<file path="src/rtl/puf_majority_collector.sv">
// puf_majority_collector: gathers num_reads raw PUF readouts word by word,
// keeps a per-bit ones count, forms a temporal-majority signature and drives
// the error-correction stage through one provision or correct transaction.
module puf_majority_collector #(
  parameter int puf_sig_length = 256,
  parameter int word_w         = 32,
  parameter int num_reads      = 3,
  parameter int ipid_N         = 16,
  parameter int ack_timeout    = 64
) (
  input  logic                        clk,
  input  logic                        rst_n,
  input  logic                        start,
  input  logic [1:0]                  op,
  input  logic [$clog2(ipid_N)-1:0]   ipid_number,
  output logic                        puf_req,
  input  logic [word_w-1:0]           puf_word,
  input  logic                        puf_word_valid,
  output logic [1:0]                  pcm_instruction,
  output logic [puf_sig_length-1:0]   pcm_puf_in,
  output logic                        pcm_puf_in_valid,
  output logic [$clog2(ipid_N)-1:0]   pcm_ipid_number,
  input  logic                        pcm_S_c,
  input  logic [puf_sig_length-1:0]   pcm_puf_out,
  input  logic                        pcm_puf_out_valid,
  output logic                        busy,
  output logic                        done,
  output logic                        err,
  output logic [puf_sig_length-1:0]   sig_result
);

  localparam int NW  = puf_sig_length / word_w;
  localparam int WIW = (NW > 1) ? $clog2(NW) : 1;
  localparam int RIW = (num_reads > 1) ? $clog2(num_reads) : 1;
  localparam int CW  = $clog2(num_reads + 1);
  localparam int TW  = $clog2(ack_timeout + 1);
  localparam int IW  = $clog2(ipid_N);

  localparam logic [1:0] OP_PROV = 2'b01;
  localparam logic [1:0] OP_CORR = 2'b10;

  typedef enum logic [2:0] {
    IDLE    = 3'd0,
    COLLECT = 3'd1,
    VOTE    = 3'd2,
    ISSUE   = 3'd3,
    RELEASE = 3'd4,
    DONE    = 3'd5
  } state_t;

  state_t                    state_q, state_d;
  logic [1:0]                op_q, op_d;
  logic [IW-1:0]             id_q, id_d;
  logic [CW-1:0]             cnt_q [puf_sig_length];
  logic [CW-1:0]             cnt_d [puf_sig_length];
  logic [WIW-1:0]            widx_q, widx_d;
  logic [RIW-1:0]            ridx_q, ridx_d;
  logic [TW-1:0]             tmo_q, tmo_d;
  logic                      puf_req_q, puf_req_d;
  logic [1:0]                instr_q, instr_d;
  logic [puf_sig_length-1:0] puf_in_q, puf_in_d;
  logic                      valid_q, valid_d;
  logic [IW-1:0]             ipid_q, ipid_d;
  logic                      busy_q, busy_d;
  logic                      done_q, done_d;
  logic                      err_q, err_d;
  logic [puf_sig_length-1:0] sig_result_q, sig_result_d;
  logic [puf_sig_length-1:0] vote;
  logic                      ack_ok;

  // Majority decision per bit: strictly more than half the reads were ones.
  always_comb begin
    vote = '0;
    for (int i = 0; i < puf_sig_length; i++) begin
      vote[i] = (cnt_q[i] > CW'(num_reads / 2));
    end
  end

  // Only the acknowledge that matches the latched operation completes ISSUE.
  assign ack_ok = ((op_q == OP_PROV) && pcm_S_c) ||
                  ((op_q == OP_CORR) && pcm_puf_out_valid);

  // Next-state, datapath updates and next values of the registered outputs.
  always_comb begin
    state_d      = state_q;
    op_d         = op_q;
    id_d         = id_q;
    cnt_d        = cnt_q;
    widx_d       = widx_q;
    ridx_d       = ridx_q;
    tmo_d        = tmo_q;
    err_d        = err_q;
    puf_in_d     = puf_in_q;
    ipid_d       = ipid_q;
    sig_result_d = sig_result_q;

    case (state_q)
      IDLE: begin
        if (start) begin
          if ((op == OP_PROV) || (op == OP_CORR)) begin
            op_d   = op;
            id_d   = ipid_number;
            widx_d = '0;
            ridx_d = '0;
            err_d  = 1'b0;
            for (int i = 0; i < puf_sig_length; i++) begin
              cnt_d[i] = '0;
            end
            state_d = COLLECT;
          end else begin
            err_d = 1'b1;
          end
        end
      end
      COLLECT: begin
        if (puf_word_valid) begin
          for (int w = 0; w < NW; w++) begin
            for (int b = 0; b < word_w; b++) begin
              if (widx_q == WIW'(w)) begin
                cnt_d[w*word_w+b] = cnt_q[w*word_w+b] + CW'(puf_word[b]);
              end
            end
          end
          if (widx_q == WIW'(NW - 1)) begin
            widx_d = '0;
            if (ridx_q == RIW'(num_reads - 1)) begin
              state_d = VOTE;
            end else begin
              ridx_d = ridx_q + RIW'(1);
            end
          end else begin
            widx_d = widx_q + WIW'(1);
          end
        end
      end
      VOTE: begin
        puf_in_d = vote;
        ipid_d   = id_q;
        tmo_d    = '0;
        state_d  = ISSUE;
      end
      ISSUE: begin
        if (ack_ok) begin
          if (op_q == OP_CORR) begin
            sig_result_d = pcm_puf_out;
          end
          state_d = RELEASE;
        end else if (tmo_q == TW'(ack_timeout - 1)) begin
          err_d   = 1'b1;
          state_d = RELEASE;
        end else begin
          tmo_d = tmo_q + TW'(1);
        end
      end
      RELEASE: state_d = DONE;
      DONE:    state_d = IDLE;
      default: state_d = IDLE;
    endcase

    // Outputs follow the state being entered so they are registered in step.
    puf_req_d = (state_d == COLLECT);
    instr_d   = (state_d == ISSUE) ? op_q : 2'b00;
    valid_d   = (state_d == ISSUE) || (state_d == RELEASE);
    busy_d    = (state_d != IDLE);
    done_d    = (state_d == DONE);
  end

  // State, counters and registered outputs; reset discards any collection.
  always_ff @(posedge clk) begin
    if (!rst_n) begin
      state_q      <= IDLE;
      op_q         <= 2'b00;
      id_q         <= '0;
      widx_q       <= '0;
      ridx_q       <= '0;
      tmo_q        <= '0;
      puf_req_q    <= 1'b0;
      instr_q      <= 2'b00;
      puf_in_q     <= '0;
      valid_q      <= 1'b0;
      ipid_q       <= '0;
      busy_q       <= 1'b0;
      done_q       <= 1'b0;
      err_q        <= 1'b0;
      sig_result_q <= '0;
      for (int i = 0; i < puf_sig_length; i++) begin
        cnt_q[i] <= '0;
      end
    end else begin
      state_q      <= state_d;
      op_q         <= op_d;
      id_q         <= id_d;
      widx_q       <= widx_d;
      ridx_q       <= ridx_d;
      tmo_q        <= tmo_d;
      puf_req_q    <= puf_req_d;
      instr_q      <= instr_d;
      puf_in_q     <= puf_in_d;
      valid_q      <= valid_d;
      ipid_q       <= ipid_d;
      busy_q       <= busy_d;
      done_q       <= done_d;
      err_q        <= err_d;
      sig_result_q <= sig_result_d;
      cnt_q        <= cnt_d;
    end
  end

  assign puf_req          = puf_req_q;
  assign pcm_instruction  = instr_q;
  assign pcm_puf_in       = puf_in_q;
  assign pcm_puf_in_valid = valid_q;
  assign pcm_ipid_number  = ipid_q;
  assign busy             = busy_q;
  assign done             = done_q;
  assign err              = err_q;
  assign sig_result       = sig_result_q;

endmodule

</file>
<file path="config.mk">
export PLATFORM = sky130hd
export DESIGN_NAME = puf_majority_collector
export DESIGN_NICKNAME = d
export VERILOG_FILES = /design/src/rtl/puf_majority_collector.sv
export SDC_FILE = /design/constraint.sdc
export NUM_CORES = 2
export LEC_CHECK = 0
export ABC_AREA = 1
export CAP_MARGIN = 20
export CORE_AREA = 2 2 324 326
export CTS_BUF_LIST = sky130_fd_sc_hd__clkbuf_2
export DETAILED_ROUTE_END_ITERATION = 7
export DIE_AREA = 0 0 326 328
export DONT_BUFFER_PORTS = 1
export PLACE_DENSITY_LB_ADDON = 0.12
export SYNTH_ARGS = -nofsm -noshare
export SYNTH_HDL_FRONTEND = slang
export SYNTH_SLANG_ARGS = --single-unit
</file>
<file path="constraint.sdc">
create_clock -name clk -period 2.5 [get_ports clk]
set_input_delay 0.375 -clock clk [delete_from_list [all_inputs] [get_ports clk]]
set_output_delay 0.375 -clock clk [all_outputs]
set_load 0.005 [all_outputs]
</file>
# Yosys cells after proc, flatten, opt, wreduce, memory -nomap -nowiden
# Index checks and enable logic that the tools add are counted.
# W data, S select, Z words.
[word_totals]
regBits = 1056
elab_cells = 1135
[classes]
n_addsub = 259
order_cmp = 256
eq_ne = 36
n_mux = 287
reduce_logical = 26
[op_table]
columns = ["operator", "n"]
rows = [
  ["$mux W512", 3],
  ["$pmux W512 S2", 1],
  ["$mux W2", 261],
  ["$add A2 B1 Y2", 256],
  ["$gt A2 B1 Y1 const B", 256],
  ["$reduce_and A5 Y1", 8],
  ["$mux W3", 11],
  ["$ne A2 B2 Y1 const B", 15],
  ["$eq A3 B3 Y1 const B", 7],
  ["$eq A3 B2 Y1 const B", 5],
  ["$pmux W3 S5", 1],
  ["$mux W7", 2],
  ["$pmux W7 S2", 1],
  ["$eq A3 B1 Y1 const B", 3],
  ["$reduce_and A3 Y1", 3],
  ["$reduce_and A4 Y1", 2],
  ["$add A7 B1 Y7 const B", 1],
  ["$eq A7 B6 Y1 const B", 1],
  ["$eq A2 B2 Y1 const B", 3],
  ["$logic_not A3 Y1", 2],
  ["$pmux W3 S2", 1],
  ["$reduce_and A6 Y1", 1],
  ["$reduce_bool A2 Y1", 3],
  ["$eq A2 B1 Y1 const B", 2],
  ["9 further kinds", 15],
]

# Logic depth before layout (Yosys ltp)
[logic_depth]
depth_word = 7
depth_mapped = 12
depth_no_buf = 10

# Least setup slack after synthesis
# Ideal clock, no wire load.
[synth_timing]
path_type = "register to register"
from = "register widx_q[0]"
to = "register cnt_q[321] (netlist name)"
setup_ps = 70
arrival_time_ps = 1575
required_ps = 2430
path_slack_ps = 855
path_stages_with_launch = 12
path_buffers = 2
synth_period_minus_slack_ps = 1645
path_cell_list = "dfxtp_1 > inv_1 > ha_1 > inv_1 > nor2_1 > nor2_1 > nor2_1 > nand2_1 > buf_2 > buf_1 > nand2_1 > a21oi_1"
[synth_between]
elab_chain_len = 3
[synth_lines]
columns = ["item", "line_no", "source"]
rows = [
  ["from (decl)", "56", "logic [WIW-1:0] widx_q, widx_d;"],
  ["from (signal assigned)", "193", "widx_q <= widx_d;"],
  ["$eq A3 B2 Y1", "119", "if (widx_q == WIW'(w)) begin"],
  ["$ne A2 B2 Y1 (no source line)", "-", ""],
  ["$reduce_and A5 Y1 (no source line)", "-", ""],
  ["to (signal assigned)", "205", "cnt_q <= cnt_d;"],
  ["to (decl)", "54", "logic [CW-1:0] cnt_q [puf_sig_length];"],
]
# Every way passes these cells.
# A chain may end at the register's enable or synchronous reset.

# Worst setup path after layout
[layout_timing]
from = "register state_q[1]"
to = "register sig_result_q[74], in the netlist sig_result[74]"
[layout_between]
elab_chain_len = 2
[layout_lines]
columns = ["item", "line_no", "source"]
rows = [
  ["from (decl)", "51", "state_t state_q, state_d;"],
  ["from (signal assigned)", "190", "state_q <= state_d;"],
  ["$eq A3 B2 Y1", "97", "case (state_q)"],
  ["$reduce_and A3 Y1 (no source line)", "-", ""],
  ["to (signal assigned)", "204", "sig_result_q <= sig_result_d;"],
  ["to (decl)", "67", "logic [puf_sig_length-1:0] sig_result_q, sig_result_d;"],
]
# Every way passes these cells.

==> summary.txt <==
Routing
  • Via count normalized by instance count: ~5.3
  • Final antenna-violating net count: 0
  • Detailed-route wire length per cell: 21.8 um
  • DRT iter0 DRCs: a little under 4000
  • Total via count in the routed design: approximately 43000
  • Number of search-and-repair iterations in the first detailed-routing pass: 8
  • DRC violation count after routing: 14
  • Total wire length: around 180000 um

STA
  • Final sum of negative setup slack: -0.0791 ns
  • Final hold violation count: about 350
  • Final clock period utilization by the worst path: 1.02
  • Setup repair after global routing missed its margin: yes
  • Pins Over Slew Limit: 199
  • Final setup margin: -0.0496 ns
  • Worst-margin pin slew: between 1.5 and 2 ns
  • Final count of negative-setup-slack endpoints: 2
  • Remaining max-slew budget at the tightest pin: -0.218
  • Post-route worst hold slack: -0.977 ns
  • Final clock skew: ~0.17 ns
  • Maximum operating frequency: ~390 MHz
  • Post-route minimum period: 2.55 ns

Placement
  • GPL Wtd Cong: about 0.94
  • Worst slack, placed: about 0.22 ns
  • Final HPWL DP: 106000 um
  • Placed cell areas: between 40000 and 50000 um^2
  • Port Buffers: 0

Global route
  • Antenna violations before repair: 36
  • Maximum number of pins on one net before global-route repair: approximately 570
  • Total global-route track usage: 0.316
  • Vias in the first global route: roughly 40000
  • Global-route wire length before repair: 258000 um
  • Global-route congestion overflow total: 0

Synthesis
  • Distinct cells, synth: 28
  • Synthesized net count: roughly 6400
  • Most used DFF post-synth: dfxtp_1
  • Post-synthesis instance area: 45600 um^2
  • Yosys reg bits: 1056
  • EDFF count, synth: 0
  • Average instance area after synthesis: between 7 and 8 um^2
  • Portion of the post-synthesis area used by sequential elements: 0.463
  • Count of warnings emitted by yosys: 0
  • Share of synthesized registers carrying an async set or reset: 0
  • Count of mapped cells out of synthesis: approximately 5900

Power and ir drop
  • Worst-case vdd ir drop: 419 uV
  • Power Dens Cells: approximately 570 nW/um^2
  • Total leakage power: 23.6 nW

Min path
  • Worst Hold Path Cells: 2
  • Class of the tightest hold or removal check: in -> reg
  • Sink of the worst hold path: sig_result[141]
  • Worst Min Path Start: rst_n

Clock network
  • Clock-pin slew on the worst setup and hold paths: between 0.1 and 0.15 ns
  • H-Tree Level Count: 5
  • CTS tree: done
  • Clock Latency Late Sink: about 1.6 ns
  • CTS max path bufs: 4
  • Inserted Clock Buffers: between 300 and 400
  • Library cell used as clock root buffer: clkbuf_2
  • Number of sinks driven by the clock tree: ~1100

Status
  • Run status: finished, violations left
  • Violated checks: DRC, hold timing, slew limit, setup timing

Floorplan
  • Die Span X: between 300 and 400 um
  • Core region area: 103000 um^2
  • Vertical die dimension: around 330 um
  • Number of rows created at floorplan: roughly 120
  • Total Die Area: between 100000 and 150000 um^2
  • Total I/O pin count: slightly above 800
  • Effective utilization at floorplan: 0.442

Worst setup path
  • Critical path start-end classification: reg -> reg
  • Endpoint class of the critical path: flip-flop
  • Depth of the worst register-to-register path: 10
  • Required time of the critical path: between 3 and 4 ns
  • Terminus of the critical flop-to-flop path: sig_result[74]
  • Startpoint Class: flip-flop
  • Critical Path Fanout Max: 105
  • Flop2flop setup slack: -0.05 ns
  • Data arrival time of the critical path: 3.95 ns
  • Startpoint of the most critical register-to-register path: state_q[1]

Finish
  • Net count, final: 7087
  • FILL cells: between 9000 and 10000
  • Share of final-layout standard cells stronger than drive strength 1: 0.122
  • Design area: around 57000 um^2
  • Layout area overhead: 24.9%
  • Post-layout util: 0.552

Flow run
  • Count of max-cap constraint violations: 0
-- per-layer routing --
metal / wire [um] / global-route usage
met5: 101 / 0
met4: 7080 / 0.135
met3: 15600 / 0.0949
met2: 77900 / 0.475
met1: 76500 / 0.419
-- synthesized netlist by cell type (2+ instances only) --
cell | instances | area share
o21bai_1 | 2 | 0.00033
clkbuf_1 | 241 | 0.020
nor2_2 | 4 | 0.00055
dfxtp_1 | 1056 | 0.46
nand2_2 | 2 | 0.00027
nor2_1 | 1422 | 0.12
nand3_1 | 274 | 0.030
inv_2 | 6 | 0.00049
a21oi_1 | 492 | 0.054
inv_1 | 60 | 0.0049
or2_2 | 3 | 0.00041
xor2_1 | 2 | 0.00038
nand3b_1 | 224 | 0.037
o21ai_0 | 552 | 0.061
buf_4 | 27 | 0.0044
buf_2 | 133 | 0.015
buf_1 | 43 | 0.0035
nand2_1 | 768 | 0.063
ha_1 | 264 | 0.072
xnor2_1 | 256 | 0.049
nand3_2 | 7 | 0.0015
o21ai_1 | 6 | 0.00066
-- logic make-up after synthesis --
logic type,after synthesis,synth area share
AND/OR/NAND/NOR,2707,0.251
flip-flops,1056,0.463
AO/OA/AOI/OAI,1055,0.116
buffers and inverters,510,0.0478
adder cells (fa/ha/maj),264,0.0724
XOR/XNOR,258,0.0495
-- flip-flops by register name (all words and copies together), names as in the netlist, 3 cells and up --
name	flops
cnt_q	512
id_q	4
pcm_ipid_number	4
pcm_puf_in	256
sig_result	256
state_q	3
tmo_q	7
widx_q	3
-- stage by stage --
step	power, mW	hold slack [ns]	cells
global placement	19.6	0.442	6899
CTS	32.7	-1.18	8006
detailed placement	19.6	0.442	6899
floorplan	19.1	0.425	5850
global route	34.0	-1.18	8111
finish	32.5	-0.977	8113
-- critical path: stages (launching register included) --
cell and delay [ns]:
dfxtp_2 0.40, nand2_1 0.12, nor2_4 0.19, inv_2 0.09
nor2_4 0.26, inv_16 0.14, buf_8 0.24, nor2_1 0.17
dlygate4sd3_1 0.61, buf_4 0.12, nor2_1 0.05
-- repair_timing --
item	CTS	global route
gates cloned	0	0
resized for setup	230	11
hold buffers	611	85
buffers inserted	0	5
pin swaps	0	3
hold endpoints to repair	1056	560
setup endpoints to repair	183	95
-- worst max-delay path by stage --
| stage | start | endpoint | slack [ns] | depth (start not counted) |
|---|---|---|---|---|
| global placement | state_q[2] | cnt_q[231] | 0.30 | 9 |
| global route | state_q[1] | sig_result[74] | -0.11 | 10 |
| detailed placement | state_q[2] | cnt_q[208] | 0.22 | 9 |
| CTS | sig_result[252] | sig_result[252] | -0.07 | 0 |
| floorplan | widx_q[0] | cnt_q[321] | 0.85 | 11 |
| finish | state_q[1] | sig_result[74] | -0.05 | 10 |
-- final cells by class --
| type | count | area, um^2 | area share |
|---|---|---|---|
| clock buffer | 440 | 2200 | 0.0387 |
| multi-input combinational | 4284 | 22400 | 0.392 |
| clock inverter | 56 | 278 | 0.00488 |
| tap | 1380 | 1730 | 0.0303 |
| timing repair buffer | 810 | 8580 | 0.151 |
| inverter | 66 | 287 | 0.00503 |
| sequential | 1056 | 21500 | 0.377 |
| antenna | 21 | 52.6 | 0.000922 |
-- cells in the final DEF (no fill, tap or decap), drive strengths merged --
cell            n
inv            76
ha            264
nand3b        224
o211ai          1
nand3         282
dfxtp        1056
diode          21
nand4           1
a21oi         492
buf           139
clkinv         44
clkbuf        440
o21bai          2
or2             3
xnor2         256
o21a            1
nand2         770
dlygate4sd3   671
bufinv          2
nor2         1427
o21ai         559
xor2            2
-- power by group --
| group | internal [mW] | switching (mW) | total (mW) | leakage [nW] |
|---|---|---|---|---|
| combinational | 1.19 | 2.02 | 3.21 | 13.0 |
| clock | 4.84 | 7.44 | 12.3 | 1.98 |
| sequential | 16.9 | 0.0828 | 17.0 | 8.62 |
Power figures use the tool's default switching activity.
